$ cat config.mk
export PLATFORM = sky130hd
export DESIGN_NAME = serial_mag_compare
export DESIGN_NICKNAME = d
export VERILOG_FILES = /design/src/rtl/serial_mag_compare.sv
export SDC_FILE = /design/constraint.sdc
export NUM_CORES = 1
export LEC_CHECK = 0
export ABC_AREA = 1
export BUFFER_PORTS_ARGS = -buffer_cell sky130_fd_sc_hd__clkbuf_2
export CORE_ASPECT_RATIO = 0.6
export CORE_MARGIN = 2
export CORE_UTILIZATION = 30
export CTS_BUF_LIST = sky130_fd_sc_hd__clkbuf_4 sky130_fd_sc_hd__clkbuf_8 sky130_fd_sc_hd__clkbuf_16
export CTS_CLUSTER_SIZE = 20
export DETAILED_ROUTE_END_ITERATION = 6
export PLACE_DENSITY = 0.52
export SYNTH_ARGS = -nofsm -noshare
export SYNTH_HDL_FRONTEND = slang
export SYNTH_SLANG_ARGS = --single-unit
$ cat constraint.sdc
create_clock -name clk -period 3.65 [get_ports clk]
set_clock_uncertainty 0.05 [all_clocks]
set_input_delay 0.5475 -clock clk [delete_from_list [all_inputs] [get_ports clk]]
set_output_delay 0.5475 -clock clk [all_outputs]
set_load 0.03 [all_outputs]
$ cat src/rtl/serial_mag_compare.sv
// Serial magnitude comparator: folds per-digit flags (MSB digit first) into a word-level
// gt/lt/eq result behind a valid/ready handshake. Optional SERIAL_CMP_FLAG_CHECK_EN adds flag_err.
`timescale 1ns/1ps
module serial_mag_compare #(
    parameter int MAX_DIGITS = 8,
    parameter int CNT_W      = 4
) (
    input  logic             clk,
    input  logic             rst_n,
    input  logic             in_valid,
    output logic             in_ready,
    input  logic [5:0]       in_flags,
    input  logic             in_last,
    output logic             out_valid,
    input  logic             out_ready,
    output logic             out_gt,
    output logic             out_lt,
    output logic             out_eq,
    output logic [CNT_W-1:0] out_len,
    output logic             out_len_err
`ifdef SERIAL_CMP_FLAG_CHECK_EN
    ,
    output logic             flag_err
`endif
);

    localparam logic [1:0] EQUAL = 2'd0;
    localparam logic [1:0] GT    = 2'd1;
    localparam logic [1:0] LT    = 2'd2;
    localparam logic [1:0] HOLD  = 2'd3;

    localparam logic [CNT_W-1:0] MAX_CNT = CNT_W'(MAX_DIGITS);

    logic [1:0]       state_reg;
    logic [1:0]       rel_next;
    logic [CNT_W-1:0] cnt_reg;
    logic [CNT_W-1:0] cnt_next;
    logic             gt_reg;
    logic             lt_reg;
    logic             eq_reg;
    logic [CNT_W-1:0] len_reg;
    logic             len_err_reg;
    logic             accept;
    logic             pop;
    logic             word_end;

    assign out_valid = (state_reg == HOLD);
    assign in_ready  = !out_valid;
    assign accept    = in_valid && in_ready;
    assign pop       = out_valid && out_ready;

    // Once a difference is seen the relation is frozen: the most significant difference wins.
    always_comb begin
        rel_next = state_reg;
        if (state_reg == EQUAL) begin
            if (in_flags[2])
                rel_next = GT;
            else if (in_flags[3])
                rel_next = LT;
        end
    end

    assign cnt_next = (cnt_reg == MAX_CNT) ? cnt_reg : cnt_reg + 1'b1;
    assign word_end = in_last || (cnt_next == MAX_CNT);

    always_ff @(posedge clk or negedge rst_n) begin
        if (!rst_n) begin
            state_reg   <= EQUAL;
            cnt_reg     <= '0;
            gt_reg      <= 1'b0;
            lt_reg      <= 1'b0;
            eq_reg      <= 1'b0;
            len_reg     <= '0;
            len_err_reg <= 1'b0;
        end else if (pop) begin
            state_reg   <= EQUAL;
            cnt_reg     <= '0;
            gt_reg      <= 1'b0;
            lt_reg      <= 1'b0;
            eq_reg      <= 1'b0;
            len_reg     <= '0;
            len_err_reg <= 1'b0;
        end else if (accept) begin
            cnt_reg <= cnt_next;
            if (word_end) begin
                state_reg   <= HOLD;
                gt_reg      <= (rel_next == GT);
                lt_reg      <= (rel_next == LT);
                eq_reg      <= (rel_next == EQUAL);
                len_reg     <= cnt_next;
                len_err_reg <= !in_last;
            end else begin
                state_reg <= rel_next;
            end
        end
    end

    assign out_gt      = gt_reg;
    assign out_lt      = lt_reg;
    assign out_eq      = eq_reg;
    assign out_len     = len_reg;
    assign out_len_err = len_err_reg;

`ifdef SERIAL_CMP_FLAG_CHECK_EN
    logic err_reg;
    logic beat_bad;

    // A consistent vector is exactly one of eq/gt/lt with the derived bits matching it.
    always_comb begin
        beat_bad = 1'b0;
        if ((32'(in_flags[0]) + 32'(in_flags[2]) + 32'(in_flags[3])) != 32'd1)
            beat_bad = 1'b1;
        if (in_flags[1] != !in_flags[0])
            beat_bad = 1'b1;
        if (in_flags[4] != (in_flags[2] | in_flags[0]))
            beat_bad = 1'b1;
        if (in_flags[5] != (in_flags[3] | in_flags[0]))
            beat_bad = 1'b1;
    end

    always_ff @(posedge clk or negedge rst_n) begin
        if (!rst_n)
            err_reg <= 1'b0;
        else if (pop)
            err_reg <= 1'b0;
        else if (accept)
            err_reg <= err_reg | beat_bad;
    end

    assign flag_err = out_valid & err_reg;
`else
    logic unused_flags;
    assign unused_flags = ^{in_flags[5:4], in_flags[1]};
`endif

endmodule

==> impl_metrics.py, run 1 <==
metrics = {
    "sta": {
        "setup_ws_ns": 2.01,
        "tightest_slew_ns": 0.372,
        "period_needed_ns": 1.64,
        "rsz0062_at_grt": "false",
        "max_slew_margin": 0.752,
        "setup_viol": 0,
        "hold_violations": 0,
        "finalSetupTns_ns": 0,
        "finalCritPeriodShare": 0.449,
        "finalMaxSlewViolations": 0,
        "timing.fmax_ghz": 0.610,
    },
    "global_route": {
        "grt_first_pass_wirelength_um": 2810,
        "met2_usage": 0.159,
        "use_met3": 0.0433,
        "grt_antenna_before_repair": 0,
        "grt_usage": 0.122,
        "grt_max_degree": 15,
        "gr-max-usage-layer": "met1",
        "grt_overflow": 0,
        "use_met1": 0.172,
        "grt_pass1_vias": 616,
    },
    "cells_and_area": {
        "layout_commonest_cell": "nand2_1",
        "layout_common_cells": "nand2_1, clkbuf_2, dfrtp_1",
        "area_growth_pct": 21.6,
        "final_area_um2": 987,
        "layout-drive-gt1-share": 0.275,
        "layout.nets": 134,
        "num_antenna_cells": 0,
        "multi_input_area_um2": 400,
        "fin_cells": 152,
        "final_util": 0.389,
        "final-seq-area_um2": 350,
        "fillerInstances": 259,
    },
    "worst_setup_path": {
        "slowest_stage": "dfrtp_1",
        "crit_path_end_kind": "output port",
        "crit_required_ns": 3.05,
        "critPathBufInv": 2,
        "critPathMaxStageDelay_ns": 0.44,
        "path_cells": "nand2_4 -> clkinv_4 -> clkbuf_2",
        "critPathKind": "reg -> out",
        "cp_top_family": "flip-flops",
        "crit_path_start_kind": "flop",
        "arrival_ns": 1.04,
        "critical_path_peak_fanout": 5,
    },
    "placed_design": {
        "port_buffers": 16,
        "gp_congestion": 0.818,
        "dpl_cell_area_um2": 932,
        "dp_cells": 148,
        "dp_hpwl_um": 1310,
        "place_ws_ns": 2.07,
    },
    "power": {
        "p_sw_frac": 0.488,
        "p_int_mw": 0.474,
        "ir_drop_uv": 345,
        "clkPwrFrac": 0.163,
        "seqPwrFrac": 0.309,
        "p_leak_nw": 0.541,
        "p_per_area_mw_per_mm2": 939,
        "combinationalPowerShare": 0.529,
        "p_switching_mw": 0.452,
    },
    "synth": {
        "synth_fp_nets": 113,
        "syn_inst": 100,
        "synth_area_um2": 812,
        "synth_top_area_cell": "dfrtp_1",
        "synthDistinctLibCells": 18,
        "yosysTopAreaCellShare": 0.431,
        "synth.avg_cell_area_um2": 8.12,
        "ys_seq_area_frac": 0.431,
        "ys_ff_latch": 14,
        "synthTopCellsByArea": "dfrtp_1, nand2_1, nand3_1, inv_1, nand2_4",
        "ys_warn_count": 0,
    },
    "clock_network": {
        "clk_pin_slew_ns": 0.06,
        "clk_latency_ns": 0.24,
        "holdBufCountCts": 0,
        "cts_sinks": 14,
        "cts-root-buf": "clkbuf_8",
        "cts_max_level": 1,
        "numCtsBuffers": 3,
        "postCtsResizedCells": 0,
        "clockBufferDepth": 2,
        "tritoncts": "built",
        "cts_setup_buffers": 0,
    },
    "drt": {
        "viasPerCell": 4.47,
        "firstDrtPassIters": 4,
        "drtIter0Drc": 35,
        "wire_per_inst_um": 10.8,
        "postRouteAntennaNets": 0,
        "routed-via-count": 679,
        "drt-total-wl_um": 1640,
        "remaining_drc_errors": 0,
    },
    "die": {
        "die_y_um": 44.3,
        "pin_count": 21,
        "die_x_um": 71.2,
        "core_region_area_mm2": 0.00254,
        "die-area_mm2": 0.00315,
        "fp-row-count": 14,
        "start_util": 0.320,
    },
    "flow_run": {
        "max_cap_violations": 0,
    },
    "worst_hold_path": {
        "min_path_type": "in -> async",
    },
    "status": {
        "status": "completed",
    },
}
logic make-up after synthesis:
logic type               count (synthesis)  synth area share
buffers and inverters                   15            0.0755
flip-flops                              14             0.431
AND/OR/NAND/NOR                         61             0.407
adder cells (fa/ha/maj)                  2            0.0308
AO/OA/AOI/OAI                            8            0.0555
cells in the mapped netlist:
master    instances
nand3_1          12
nand2_1          33
nor2_4            2
a21oi_1           3
inv_1            12
nor2_1            4
nand2_8           1
o22ai_1           1
nand2_4           4
nand4_1           3
dfrtp_1          14
ha_1              2
inv_2             2
o21ai_2           1
and2_2            1
nand3_4           1
o21ai_0           3
clkinv_4          1
metrics by stage:
step | power, mW | hold WS [ns]
after floorplan | 0.665 | 0.202
after global placement | 0.775 | 0.426
after detailed placement | 0.782 | 0.437
after CTS | 0.937 | 0.169
after global routing | 1.01 | 0.177
final | 0.926 | 0.155
worst paths after layout:
path	from	to	slack (ns)	cells past startpoint
max	state_reg[1]	out_valid	2.01	3
min	rst_n	cnt_reg[1]	0.15	1
max reg2reg	cnt_reg[0]	out_len[1]	2.05	10
min reg2reg	out_lt	out_lt	0.46	2
max in group asynchronous	rst_n	out_len[1]	3.13	1
min in group clk	out_lt	out_lt	0.46	2
final cells by class:
class | count | share of cell area
flip-flops and latches | 14 | 0.355
clock buffers | 4 | 0.0558
multi-input cells | 71 | 0.406
inverters | 15 | 0.0621
well taps | 32 | 0.0406
repair buffers | 16 | 0.0811
layer usage:
layer	vias to the layer above	share of wire	wire length, µm
li1	357	-	-
met1	298	0.55	898
met2	22	0.37	608
met3	2	0.066	108
met4	0	0.016	27
met5	-	0	0
power groups by stage:
| stage | logic, mW | clock network (mW) | registers [mW] |
|---|---|---|---|
| detailed placement | 0.493 | 0 | 0.289 |
| CTS | 0.495 | 0.156 | 0.286 |
| finish | 0.490 | 0.151 | 0.286 |
| global placement | 0.490 | 0 | 0.285 |
| floorplan | 0.316 | 0 | 0.349 |
| global route | 0.546 | 0.164 | 0.298 |
No activity file was read; power rests on OpenSTA's default activity.
==> run 2, diff against run 1 <==
clock period = 1.6 ns   (was 3.65 ns; I/O delays follow)
==> run 2 against run 1 <==
First-iteration DRC count decreased by 46%. Core utilization rose by 3.3 points. Final cell count up 3.9%. Non-clock buffer count up 5. Sequential cell count stayed put. Sequential power increased by 130%. Critical path depth increased by 7.
==> impl_metrics.py, run 2 (synthesis results as in run 1) <==
metrics = {
    "drt": {
        "postRouteAntennaNets": 0,
        "remaining_drc_errors": 0,
        "firstDrtPassIters": 4,
        "wire_per_inst_um": 11.9,
        "viasPerCell": 4.55,
        "drt-total-wl_um": 1880,
        "routed-via-count": 719,
        "drtIter0Drc": 19,
    },
    "cells_and_area": {
        "num_antenna_cells": 0,
        "final_area_mm2": 0.00107,
        "area_growth_pct": 32.0,
        "layout-drive-gt1-share": 0.373,
        "layout.nets": 140,
        "fillerInstances": 257,
        "layout_common_cells": "nand2_1, clkbuf_2, dfrtp_1",
        "layout_commonest_cell": "nand2_1",
    },
    "sta": {
        "setup_viol": 0,
        "setup_ws_ns": 0.0618,
        "max_slew_margin": 0.746,
        "finalMaxSlewViolations": 0,
        "timing.fmax_ghz": 0.650,
        "finalSetupTns_ns": 0,
        "finalCritPeriodShare": 0.961,
        "rsz0062_at_grt": "true",
        "tightest_slew_ns": 0.380,
        "hold_violations": 0,
        "period_needed_ns": 1.54,
    },
    "worst_setup_path": {
        "crit_path_end_kind": "flop",
        "cp-startpoint": "cnt_reg[0]",
        "endpoint": "out_eq",
        "crit_path_start_kind": "flop",
        "critPathMaxStageDelay_ns": 0.42,
        "path_cells": "inv_2 -> ha_4 -> nand3_2 -> nand2_2 -> nand2_4 -> nor2_4 -> nand3_4 -> nand2_4 -> nand2_1 -> nand2_1",
        "slowest_stage": "dfrtp_1",
        "crit_required_ns": 1.73,
        "regToRegSetupSlack_ns": 0.06,
        "critical_path_peak_fanout": 5,
        "arrival_ns": 1.67,
        "rr_worst_depth": 10,
        "r2r-end": "out_eq",
        "r2r_start": "cnt_reg[0]",
        "critPathKind": "reg -> reg",
    },
    "global_route": {
        "grt_overflow": 0,
        "grt_first_pass_wirelength_um": 3000,
        "grt_max_degree": 15,
        "grt_usage": 0.125,
        "grt_antenna_before_repair": 0,
        "grt_pass1_vias": 655,
    },
    "clock_network": {
        "tritoncts": "built",
        "clockBufferDepth": 2,
        "cts_sinks": 14,
        "clk_latency_ns": 0.25,
        "clk_pin_slew_ns": 0.06,
        "numCtsBuffers": 3,
        "cts-root-buf": "clkbuf_8",
        "cts_max_level": 1,
    },
    "die": {
        "die_y_um": 44.3,
        "die-area_mm2": 0.00315,
        "fp-row-count": 14,
        "die_x_um": 71.2,
        "start_util": 0.320,
        "pin_count": 21,
        "core_region_area_mm2": 0.00254,
    },
    "status": {
        "status": "completed",
    },
    "power": {
        "ir_drop_uv": 754,
        "p_per_area_mw_per_mm2": 2170,
        "p_leak_nw": 0.563,
    },
    "placed_design": {
        "dp_hpwl_um": 1350,
        "port_buffers": 16,
        "gp_congestion": 0.818,
        "dpl_cell_area_um2": 932,
        "place_ws_ns": 0.0381,
    },
    "flow_run": {
        "max_cap_violations": 0,
    },
    "worst_hold_path": {
        "min_path_type": "in -> reg",
    },
}
-- run 2: what timing repair did --
item                                    CTS  global route
endpoints found under the setup margin    0            10
resized for setup                         0            11
setup buffers                             0             4
endpoints found under the hold margin    14             0
hold buffers                              1             0
-- run 2: layer usage --
layer	vias to the layer above	global-route usage	wire length [µm]
met5	-	0	0
met4	0	0.0340	17
met3	2	0.0478	85
met2	17	0.178	783
met1	326	0.179	992
li1	374	-	-
-- run 2: where the power goes --
group          switching [mW]  internal (mW)
registers               0.146          0.509
clock network           0.131          0.218
logic                   0.856          0.470
-- run 2: final cells by class --
type | instances | area [µm²] | share of cell area
Sequential cell | 14 | 350 | 0.327
Tap cell | 32 | 40.0 | 0.0373
Inverter | 15 | 61.3 | 0.0572
Timing Repair Buffer | 21 | 120 | 0.112
Multi-Input combinational cell | 72 | 445 | 0.415
Clock buffer | 4 | 55.1 | 0.0513
-- run 2: how the worst min path moves through the flow --
stage                             to  cells after the start  slack (ns)    start
final                     out_len[0]                      3        0.24  in_last
after floorplan           cnt_reg[0]                      0       -0.11    rst_n
after CTS                 out_len[0]                      3        0.24  in_last
after global routing      out_len[0]                      3        0.24  in_last
after detailed placement  cnt_reg[1]                      1        0.13    rst_n
after global placement    cnt_reg[3]                      1        0.12    rst_n
-- run 2: metrics by stage --
| stage | utilization | instances | total power, mW | hold slack, ns |
|---|---|---|---|---|
| floorplan | - | 100 | 1.52 | -0.106 |
| global placement | 0.367 | 148 | 1.77 | 0.119 |
| detailed placement | 0.367 | 148 | 1.79 | 0.131 |
| CTS | 0.393 | 153 | 2.14 | 0.236 |
| global route | 0.422 | 158 | 2.52 | 0.242 |
| finish | 0.422 | 158 | 2.33 | 0.241 |
-- run 2: critical path, delay by kind of cell, from the launching register on --
kind	cells	cell delay (ns)
fa+ha+maj	1	0.14
simple gates	8	0.77
buf+inv	1	0.10
flops	1	0.42
==> run 3, diff against run 2 <==
CORE_ASPECT_RATIO = unset   (was 0.6)
CORE_UTILIZATION = 46   (was 30)
PLACE_DENSITY = 0.73   (was 0.52)
SKIP_LAST_GASP = 1   (was unset)
==> run 3 against run 2 <==
Global-route usage is 4.8 points higher. Sequential power is 2% lower. Setup slack better by 0.017 ns. Critical path depth is 1 lower. Critical path type unchanged. Via count is 2.2% higher.
==> impl_metrics.py, run 3 (synthesis results as in run 1) <==
metrics = {
    "die": {
        "pin_count": 21,
        "start_util": 0.481,
        "core_region_area_mm2": 0.00169,
        "die-area_mm2": 0.00212,
        "die_x_um": 46.0,
        "fp-row-count": 15,
        "die_y_um": 46.0,
    },
    "power": {
        "p_leak_nw": 0.563,
        "combinationalPowerShare": 0.604,
        "ir_drop_uv": 995,
        "p_per_area_mw_per_mm2": 2150,
        "p_switching_mw": 1.12,
        "seqPwrFrac": 0.285,
        "clkPwrFrac": 0.111,
        "power.total_mw": 2.26,
        "p_int_mw": 1.14,
        "p_sw_frac": 0.495,
    },
    "global_route": {
        "use_met3": 0.0357,
        "use_met1": 0.235,
        "gr-max-usage-layer": "met2",
        "grt_first_pass_wirelength_um": 2610,
        "grt_pass1_vias": 600,
        "grt_usage": 0.173,
        "met2_usage": 0.275,
        "grt_antenna_before_repair": 0,
        "grt_max_degree": 15,
        "grt_overflow": 0,
    },
    "clock_network": {
        "clk_latency_ns": 0.27,
        "clockBufferDepth": 2,
        "cts_max_level": 1,
        "numCtsBuffers": 3,
        "cts-root-buf": "clkbuf_4",
        "cts_sinks": 14,
        "tritoncts": "built",
        "clk_pin_slew_ns": 0.09,
    },
    "cells_and_area": {
        "layout.nets": 141,
        "layout_commonest_cell": "nand2_1",
        "num_antenna_cells": 0,
        "area_growth_pct": 29.4,
        "layout_common_cells": "nand2_1, clkbuf_2, dfrtp_1",
        "fillerInstances": 160,
        "layout-drive-gt1-share": 0.417,
        "fin_cells": 144,
        "final_area_mm2": 0.00105,
    },
    "sta": {
        "hold-worst-slack_ns": 0.203,
        "timing.fmax_ghz": 0.657,
        "tightest_slew_ns": 0.369,
        "finalMaxSlewViolations": 0,
        "max_slew_margin": 0.754,
        "setup_ws_ns": 0.0786,
        "hold_violations": 0,
        "setup_viol": 0,
        "rsz0062_at_grt": "true",
        "finalCritPeriodShare": 0.951,
        "period_needed_ns": 1.52,
    },
    "drt": {
        "wire_per_inst_um": 11.8,
        "firstDrtPassIters": 4,
        "drt-total-wl_um": 1690,
        "routed-via-count": 735,
        "postRouteAntennaNets": 0,
        "drtIter0Drc": 19,
        "remaining_drc_errors": 0,
        "viasPerCell": 5.10,
    },
    "worst_setup_path": {
        "critPathBufInv": 1,
        "slowest_stage": "dfrtp_2",
        "critical_path_peak_fanout": 5,
        "regToRegSetupSlack_ns": 0.08,
        "path_cells": "buf_4 -> ha_1 -> nand3_2 -> nand2_2 -> nor2_4 -> nand3_4 -> nand2_4 -> nand2_2 -> nand2_1",
        "crit_path_start_kind": "flop",
        "critPathMaxStageDelay_ns": 0.43,
        "crit_path_end_kind": "flop",
        "arrival_ns": 1.69,
        "critPathKind": "reg -> reg",
        "cpMostUsedCell": "nand2_2",
        "crit_required_ns": 1.76,
        "cp_top_family": "simple AND/OR/NAND/NOR gates",
    },
    "placed_design": {
        "place_ws_ns": 0.0289,
        "dp_cells": 133,
        "dp_hpwl_um": 1240,
        "port_buffers": 16,
        "gp_congestion": 0.777,
        "dpl_cell_area_um2": 913,
    },
    "worst_hold_path": {
        "min_path_type": "in -> reg",
    },
    "status": {
        "status": "completed",
    },
    "flow_run": {
        "max_cap_violations": 0,
    },
}
==> run 3: worst reg2reg max path, stage by stage (launching register included) <==
cell,delay [ns]
dfrtp_2,0.43
buf_4,0.13
ha_1,0.21
nand3_2,0.07
nand2_2,0.07
nor2_4,0.14
nand3_4,0.13
nand2_4,0.14
nand2_2,0.06
nand2_1,0.05
==> run 3: layout make-up <==
| type | count | area [µm²] | area share |
|---|---|---|---|
| inverters | 15 | 61.3 | 0.0583 |
| flip-flops and latches | 14 | 352 | 0.335 |
| repair buffers | 22 | 128 | 0.121 |
| well taps | 17 | 21.3 | 0.0202 |
| clock buffers | 4 | 36.3 | 0.0345 |
| multi-input cells | 72 | 453 | 0.431 |
==> run 3: what timing repair did <==
action | in CTS | in global routing
endpoints found under the setup margin | 0 | 11
hold buffers | 1 | 0
buffers inserted | 0 | 5
gates resized for setup | 0 | 15
hold endpoints to repair | 14 | 0
==> run 3: path summary, 6_finish.rpt <==
check / start / to / cells past startpoint
max in group asynchronous: rst_n / cnt_reg[0] / 2
setup reg to reg: cnt_reg[0] / out_len[1] / 9
hold reg to reg: out_len[0] / out_len[0] / 2
min in group asynchronous: rst_n / cnt_reg[2] / 2
hold / removal: in_last / out_len[0] / 3
setup / recovery: cnt_reg[0] / out_len[1] / 9
==> run 3: power by group through the flow <==
| stage | Combinational [mW] | Clock [mW] | Sequential (mW) |
|---|---|---|---|
| finish | 1.36 | 0.251 | 0.642 |
| global route | 1.51 | 0.276 | 0.662 |
| CTS | 1.13 | 0.258 | 0.645 |
| detailed placement | 1.13 | 0 | 0.651 |
| global placement | 1.10 | 0 | 0.642 |
| floorplan | 0.722 | 0 | 0.795 |
==> run 3: per-stage QoR <==
step                      setup TNS [ns]  utilization
final                                  0        0.622
after global routing            -0.00554        0.622
after detailed placement               0        0.541
after CTS                              0        0.568
after floorplan                        0            -
after global placement                 0        0.541
==> run 3: metal layers <==
| metal | wire, µm | vias to the layer above |
|---|---|---|
| met3 | 40 | 0 |
| met1 | 806 | 349 |
| met4 | 0 | 0 |
| li1 | - | 374 |
| met5 | 0 | - |
| met2 | 847 | 12 |
